--- src/rtl/operand_fetch_pkg.sv ---
// Shared 65C02 definitions used by the operand fetch path: bus widths,
// the fetch FSM state encoding and operand length codes.
package operand_fetch_pkg;

  localparam int ADDR_W_DEF = 16;
  localparam int DATA_W_DEF = 8;

  localparam logic [2:0] ST_IDLE  = 3'd0;
  localparam logic [2:0] ST_RD_LO = 3'd1;
  localparam logic [2:0] ST_RD_HI = 3'd2;
  localparam logic [2:0] ST_DRAIN = 3'd3;
  localparam logic [2:0] ST_FIN   = 3'd4;

  localparam logic [1:0] OPLEN_0 = 2'd0;
  localparam logic [1:0] OPLEN_1 = 2'd1;
  localparam logic [1:0] OPLEN_2 = 2'd2;

  // A length code of 3 has no meaning on this core and is fetched as 2 bytes.
  function automatic logic [1:0] norm_len(input logic [1:0] n);
    return (n == 2'd3) ? OPLEN_2 : n;
  endfunction

endpackage

--- src/rtl/operand_fetch.sv ---
// Little-endian 0/1/2-byte operand reader between decode and the 8-bit bus.
// Every register, outputs included, advances only on CE=1 edges.
module operand_fetch
  import operand_fetch_pkg::*;
#(
  parameter int ADDR_W = ADDR_W_DEF,
  parameter int DATA_W = DATA_W_DEF
) (
  input  logic                CLK,
  input  logic                RST,
  input  logic                CE,
  input  logic                START,
  input  logic [1:0]          NBYTES,
  input  logic [ADDR_W-1:0]   PC_IN,
  input  logic [DATA_W-1:0]   DIN,
  output logic [ADDR_W-1:0]   ADDR,
  output logic                RD,
  output logic                BUSY,
  output logic                DONE,
  output logic [2*DATA_W-1:0] OPERAND,
  output logic [ADDR_W-1:0]   PC_OUT
);

  logic [2:0]          state_q, state_d;
  logic [ADDR_W-1:0]   pc_q, pc_d;
  logic [1:0]          len_q, len_d;
  logic [1:0]          len_in;
  logic [ADDR_W-1:0]   addr_q, addr_d;
  logic                rd_q, rd_d;
  logic [2*DATA_W-1:0] op_q, op_d;
  logic [ADDR_W-1:0]   pc_out_q, pc_out_d;

  assign len_in = norm_len(NBYTES);

  always_ff @(posedge CLK) begin
    if (RST) begin
      state_q <= ST_IDLE;
    end else if (CE) begin
      state_q <= state_d;
    end
  end

  always_comb begin
    state_d = state_q;
    case (state_q)
      ST_IDLE:  if (START) state_d = (len_in == OPLEN_0) ? ST_FIN : ST_RD_LO;
      ST_RD_LO: state_d = (len_q == OPLEN_2) ? ST_RD_HI : ST_DRAIN;
      ST_RD_HI: state_d = ST_DRAIN;
      ST_DRAIN: state_d = ST_FIN;
      ST_FIN:   state_d = ST_IDLE;
      default:  state_d = ST_IDLE;
    endcase
  end

  // Next values of the bus strobe and datapath registers; the operand is
  // cleared on acceptance so bytes that are not fetched read back as zero.
  always_comb begin
    pc_d     = pc_q;
    len_d    = len_q;
    addr_d   = addr_q;
    rd_d     = rd_q;
    op_d     = op_q;
    pc_out_d = pc_out_q;
    case (state_q)
      ST_IDLE: begin
        if (START) begin
          op_d = '0;
          if (len_in == OPLEN_0) begin
            pc_out_d = PC_IN;
          end else begin
            pc_d   = PC_IN;
            len_d  = len_in;
            addr_d = PC_IN;
            rd_d   = 1'b1;
          end
        end
      end
      ST_RD_LO: begin
        if (len_q == OPLEN_2) begin
          addr_d = pc_q + ADDR_W'(1);
          rd_d   = 1'b1;
        end else begin
          rd_d = 1'b0;
        end
      end
      ST_RD_HI: begin
        op_d[DATA_W-1:0] = DIN;
        rd_d             = 1'b0;
      end
      ST_DRAIN: begin
        if (len_q == OPLEN_2) op_d[2*DATA_W-1:DATA_W] = DIN;
        else                  op_d[DATA_W-1:0]        = DIN;
        pc_out_d = pc_q + ADDR_W'(len_q);
      end
      default: ;
    endcase
  end

  always_ff @(posedge CLK) begin
    if (RST) begin
      addr_q   <= '0;
      rd_q     <= 1'b0;
      op_q     <= '0;
      pc_out_q <= '0;
    end else if (CE) begin
      addr_q   <= addr_d;
      rd_q     <= rd_d;
      op_q     <= op_d;
      pc_out_q <= pc_out_d;
    end
  end

  // Fetch context only matters between acceptance and DRAIN, so no reset.
  always_ff @(posedge CLK) begin
    if (CE) begin
      pc_q  <= pc_d;
      len_q <= len_d;
    end
  end

  assign ADDR    = addr_q;
  assign RD      = rd_q;
  assign BUSY    = (state_q != ST_IDLE);
  assign DONE    = (state_q == ST_FIN);
  assign OPERAND = op_q;
  assign PC_OUT  = pc_out_q;

endmodule

--- config.mk ---
export PLATFORM = sky130hd
export DESIGN_NAME = operand_fetch
export DESIGN_NICKNAME = d
export VERILOG_FILES = /design/src/rtl/operand_fetch_pkg.sv /design/src/rtl/operand_fetch.sv
export SDC_FILE = /design/constraint.sdc
export NUM_CORES = 1
export LEC_CHECK = 0
export CAP_MARGIN = 20
export CORE_MARGIN = 2
export CORE_UTILIZATION = 50
export DETAILED_ROUTE_END_ITERATION = 8
export HOLD_SLACK_MARGIN = 0.05
export PLACE_DENSITY = 0.9
export SLEW_MARGIN = 5
export SYNTH_ARGS = -nofsm -noshare
export SYNTH_HDL_FRONTEND = slang
export SYNTH_SLANG_ARGS = --single-unit
--- constraint.sdc ---
create_clock -name CLK -period 3.1 [get_ports CLK]
set_input_delay 0.465 -clock CLK [delete_from_list [all_inputs] [get_ports CLK]]
set_output_delay 0.465 -clock CLK [all_outputs]
set_load 0.02 [all_outputs]
Word level (Yosys, flattened, before mapping). Cells that the tools add are included.

Word-level logic and storage cells: 58. Register bits: 70.

Equality and inequality tests: 12. Bitwise logic cells: 1. Muxes and demuxes: 21. Add/sub/neg operators: 2. Reduce and logical (&&, ||, !) cells: 14.

Operator list (count): $mux 16 (6); $pmux 16 s2 (2); $pmux 8 s3 (1); $reduce_and 4->1 (5); $add 16x1->16 const B (1); $add 16x2->16 (1); $mux 8 (2); $pmux 8 s2 (1); $ne 2x2->1 const B (6); $pmux 3 s4 (1); $reduce_bool 3->1 (3); $eq 3x2->1 const B (2); $mux 3 (2); $reduce_and 5->1 (1); $eq 2x2->1 const B (2); $mux 1 (4); $reduce_bool 2->1 (2); $eq 3x1->1 const B (1); $eq 3x3->1 const B (1); $logic_not 3->1 (1); $pmux 1 s3 (1); $logic_not 2->1 (1); $mux 2 (1); $reduce_and 2->1 (1); $not 1->1 (1).

Logic depth before layout (Yosys ltp).
Depth after elaboration: 6. Mapped depth: 9. Mapped depth without buffers: 8.

Worst setup path after synthesis. OpenSTA, ideal clock, no wires.

Path type: reg-to-reg. Start point: register state_q[0]. End point: register len_q[0], enable pin. Path buffers: 2. Setup slack: 286 ps. Arrival time: 2398 ps. Cell stages (with the launch flop): 5. Library setup time: 416 ps. Data required time: 2684 ps. Cell sequence: dfxtp_1 > buf_2 > buf_2 > or3_1 > nor3_1.

Longest elaborated chain between the ends: 2.

Ends and longest elaborated chain: from (decl) (line operand_fetch.sv:24) `logic [2:0] state_q, state_d;`; from (signal assigned) (line operand_fetch.sv:39) `state_q <= state_d;`; $logic_not 3->1 (line operand_fetch.sv:64) `case (state_q)`; $reduce_and 4->1 (no source line); to (signal assigned) (line operand_fetch.sv:117) `len_q <= len_d;`; to (decl) (line operand_fetch.sv:26) `logic [1:0] len_q, len_d;`.

Every way passes these cells. A chain may end at the register's enable or synchronous reset.

Worst setup path after layout.
Start point: input port START. End point: register addr_q[10] (netlist: ADDR[10]).

Longest elaborated chain between the ends: 2.

Ends and longest elaborated chain: from (decl) (line operand_fetch.sv:12) `input logic START,`; $ne 2x2->1 (no source line); $reduce_and 5->1 (no source line); to (signal assigned) (line operand_fetch.sv:106) `addr_q <= addr_d;`; to (decl) (line operand_fetch.sv:28) `logic [ADDR_W-1:0] addr_q, addr_d;`.

Every way passes these cells.

==> metrics <==
Min Hold Slack about 460 ps; Post-synth EDFFs 18; syn nets around 420; DRT Pass-1 Iters 5; Netlist Area Pre-Place 0.00342 sq mm; WL/cell approximately 17 microns; Worst Setup End Kind register; final hold violations 0; asr flop ratio synth 0%; Hold WC Path Type reg -> reg; largest net degree at the start of global routing 38; FF-to-FF End ADDR[10]; fin util 66.3%; die area 0.00752 sq mm; logic gate share of total power 16.1%; WP data arrival 2800 ps; clock skew 6.88 ps; Hold Crit Depth 2; r2r worst-path depth 4; Max Cap Viol 0; DRT iter0 DRCs between 200 and 250; Setup Buffers After CTS 0; Die Y just under 90 microns; Layout area overhead 30.3%; global-route wire length before repair 14,800 microns; Crit path required time between 3000 and 4000 ps; Pwr Density 473 mW/mm^2; Net Sw Power 568 uW; post-route minimum period approximately 2500 ps; Buffers on Ports 80; Detail Route Antenna Nets 0; Residual DRC 0; Clk network pwr share 35.7%; Total Nets Final 487; Tcrit/Tclk final 80.8%; vias per cell approximately 5.9; final wirelength 9180 microns; buffers and inverters on the worst path 1; Max Root-Sink Buffers 2; register area 0.00158 sq mm; # diodes 0; largest area contributor in the netlist dfxtp_1; cell count along the critical path 6; cell family with most CP delay compound AO/OA/AOI/OAI gates; ys flop type dfxtp_1; CTS clk-pin slew, worst paths 70 ps; slew margin rel. between 50% and 60%; Root Driver clkbuf_8; clk_lat worst skew 350 ps; Synth cell types 54; post-synthesis sequential area ratio about 46%; crit-path cells clkdlybuf4s50_1 -> o21ai_0 -> mux2i_1 -> nand3_1 -> a2111oi_0 -> a31o_2; Synth top area share 30.4%; Max Freq 399 MHz; Starting Density 50.9%; Slew @ Worst Pin 748 ps; Remaining Overflow, GRT 0; area of the multi-input gates 0.00168 sq mm; Die W 86.7 microns; critical path class in -> reg; hold path endpoint PC_OUT[6]; TritonCTS Buffers 9; #FFs+latches synth 70; Largest stage delay, worst path 650 ps; sequential share of power 48.3%; Syn Area/Cell 8.95 sq um; gr usage total around a quarter; via count ~3,200; outcome finished, final reports clean; antenna violations before repair 0; TNS Setup 0 ps; fillers about 540; # resized after CTS 0; Rows 30; Setup-failing EPs final 0; top cells by area, synth dfxtp_1, edfxtp_1, nand2_1, xnor2_1, a21oi_1; peak supply drop 0.289 mV; vias in the first global route 3,000; H-tree Lvls 3; GP Congestion approximately 0.90; Syn Inst Count ~380; CP max-delay cell a2111oi_0; sw frac 26.9%; hold-fix buffers at CTS 0; Setup crit start kind input pin; hpwl dp around 6600 microns; clock sinks 70; RSZ-0062 raised after global routing no; Max FO, Critical Path 15; CTS tree done; Placeable Area 0.00672 sq mm; Reg2Reg Setup Slack 750 ps; Max Slew Vio Count 0; layout cells sized above 1 ~8.5%; Crit Reg-Reg Startpoint state_q[0]; hold_sp PC_OUT[6]; cell-internal power 1540 uW; Ports 81; Syn. warnings 0; Leak 0.00149 uW
[sequential cells by signal, summed over array words and instances (netlist names)]
name and flops:
state_q 3, RD 1, ADDR 16, len_q 2, pc_q 16, PC_OUT 16
OPERAND 16
[cell usage in the layout (no fill, tap or decap), types with 13 or more instances in the layout]
cell,synthesis,layout
a21oi_1,30,30
edfxtp_1,18,18
clkdlybuf4s50_1,0,79
a211o_1,13,13
xnor2_1,18,18
nor2_1,39,39
nand2_1,48,48
nand3_1,16,16
dfxtp_1,52,52
[worst register-to-register path, delay by kind of cell (launching register included)]
family           cells  cell delay (ps)
AO/OA/AOI/OAI        2              840
flip-flops           1              660
multiplexers         1              300
AND/OR/NAND/NOR      1              500
[power by group through the flow]
stage | clock, uW | sequential [uW] | combinational (uW)
after floorplan | 0 | 1050 | 174
after global placement | 0 | 1040 | 325
after detailed placement | 0 | 1040 | 335
after CTS | 761 | 1020 | 337
after global routing | 803 | 1020 | 368
final | 752 | 1020 | 339
[synth_stat cells (2+ instances only)]
cell       number
a2111oi_0       3
a211o_1        13
a211oi_1        4
a21boi_0        4
a21oi_1        30
a21oi_2         2
a22oi_1         8
a311oi_1        3
a31o_2          3
and2_1          4
and3_1          3
and4_1          2
and4_2          2
buf_2          11
clkbuf_1       15
dfxtp_1        52
edfxtp_1       18
ha_1            3
inv_1           7
nand2_1        48
nand2b_1        4
nand3_1        16
nand3b_1        2
nand4_1         7
nor2_1         39
nor2b_1         3
nor3_1         12
nor4_1          4
o211ai_1        5
o21ai_0         3
o22ai_1         4
or3_1           2
xnor2_1        18
xor2_1          8
[through the flow]
| step | setup WS, ps | power (uW) | area, sq um | instances |
|---|---|---|---|---|
| 2_1_floorplan | 286 | 1220 | 3420 | 382 |
| 3_3_place_gp | 521 | 1360 | 4260 | 522 |
| 3_5_place_dp | 296 | 1370 | 4260 | 522 |
| 4_1_cts | 640 | 2120 | 4460 | 538 |
| 5_1_grt | 363 | 2190 | 4460 | 538 |
| 6_report | 594 | 2110 | 4460 | 538 |
[metal layers]
metal / GRT usage (%) / wire length (microns)
met1: 32.3 / 3820
met2: 41.2 / 4420
met3: 6.48 / 735
met4: 10.1 / 194
met5: 0 / 0
[cell families (layout without fill, tap and decap cells)]
kind of cell             after synthesis  in the layout  synth area share (%)
multiplexers                           1              1                 0.293
AO/OA/AOI/OAI                         89             89                  18.1
XOR/XNOR                              26             26                  6.66
buffers and inverters                 36            112                  4.68
flip-flops                            70             70                  46.2
adder cells (fa/ha/maj)                4              4                  1.68
AND/OR/NAND/NOR                      156            156                  22.4
[worst max-delay path by stage]
stage | to | from | slack [ps]
after floorplan | len_q[0] | state_q[0] | 290
after global placement | ADDR[8] | NBYTES[1] | 520
after detailed placement | ADDR[10] | START | 300
after CTS | ADDR[10] | START | 640
after global routing | ADDR[10] | START | 360
final | ADDR[10] | START | 590
[area by class of cell]
| cell class | instances | share of cell area, % |
|---|---|---|
| repair buffers | 89 | 19.4 |
| well taps | 80 | 2.25 |
| inverters | 7 | 0.590 |
| flip-flops and latches | 70 | 35.5 |
| multi-input cells | 276 | 37.8 |
| clock inverters | 3 | 0.955 |
| clock buffers | 13 | 3.57 |
Note: power is estimated with default switching activity, not from simulation.
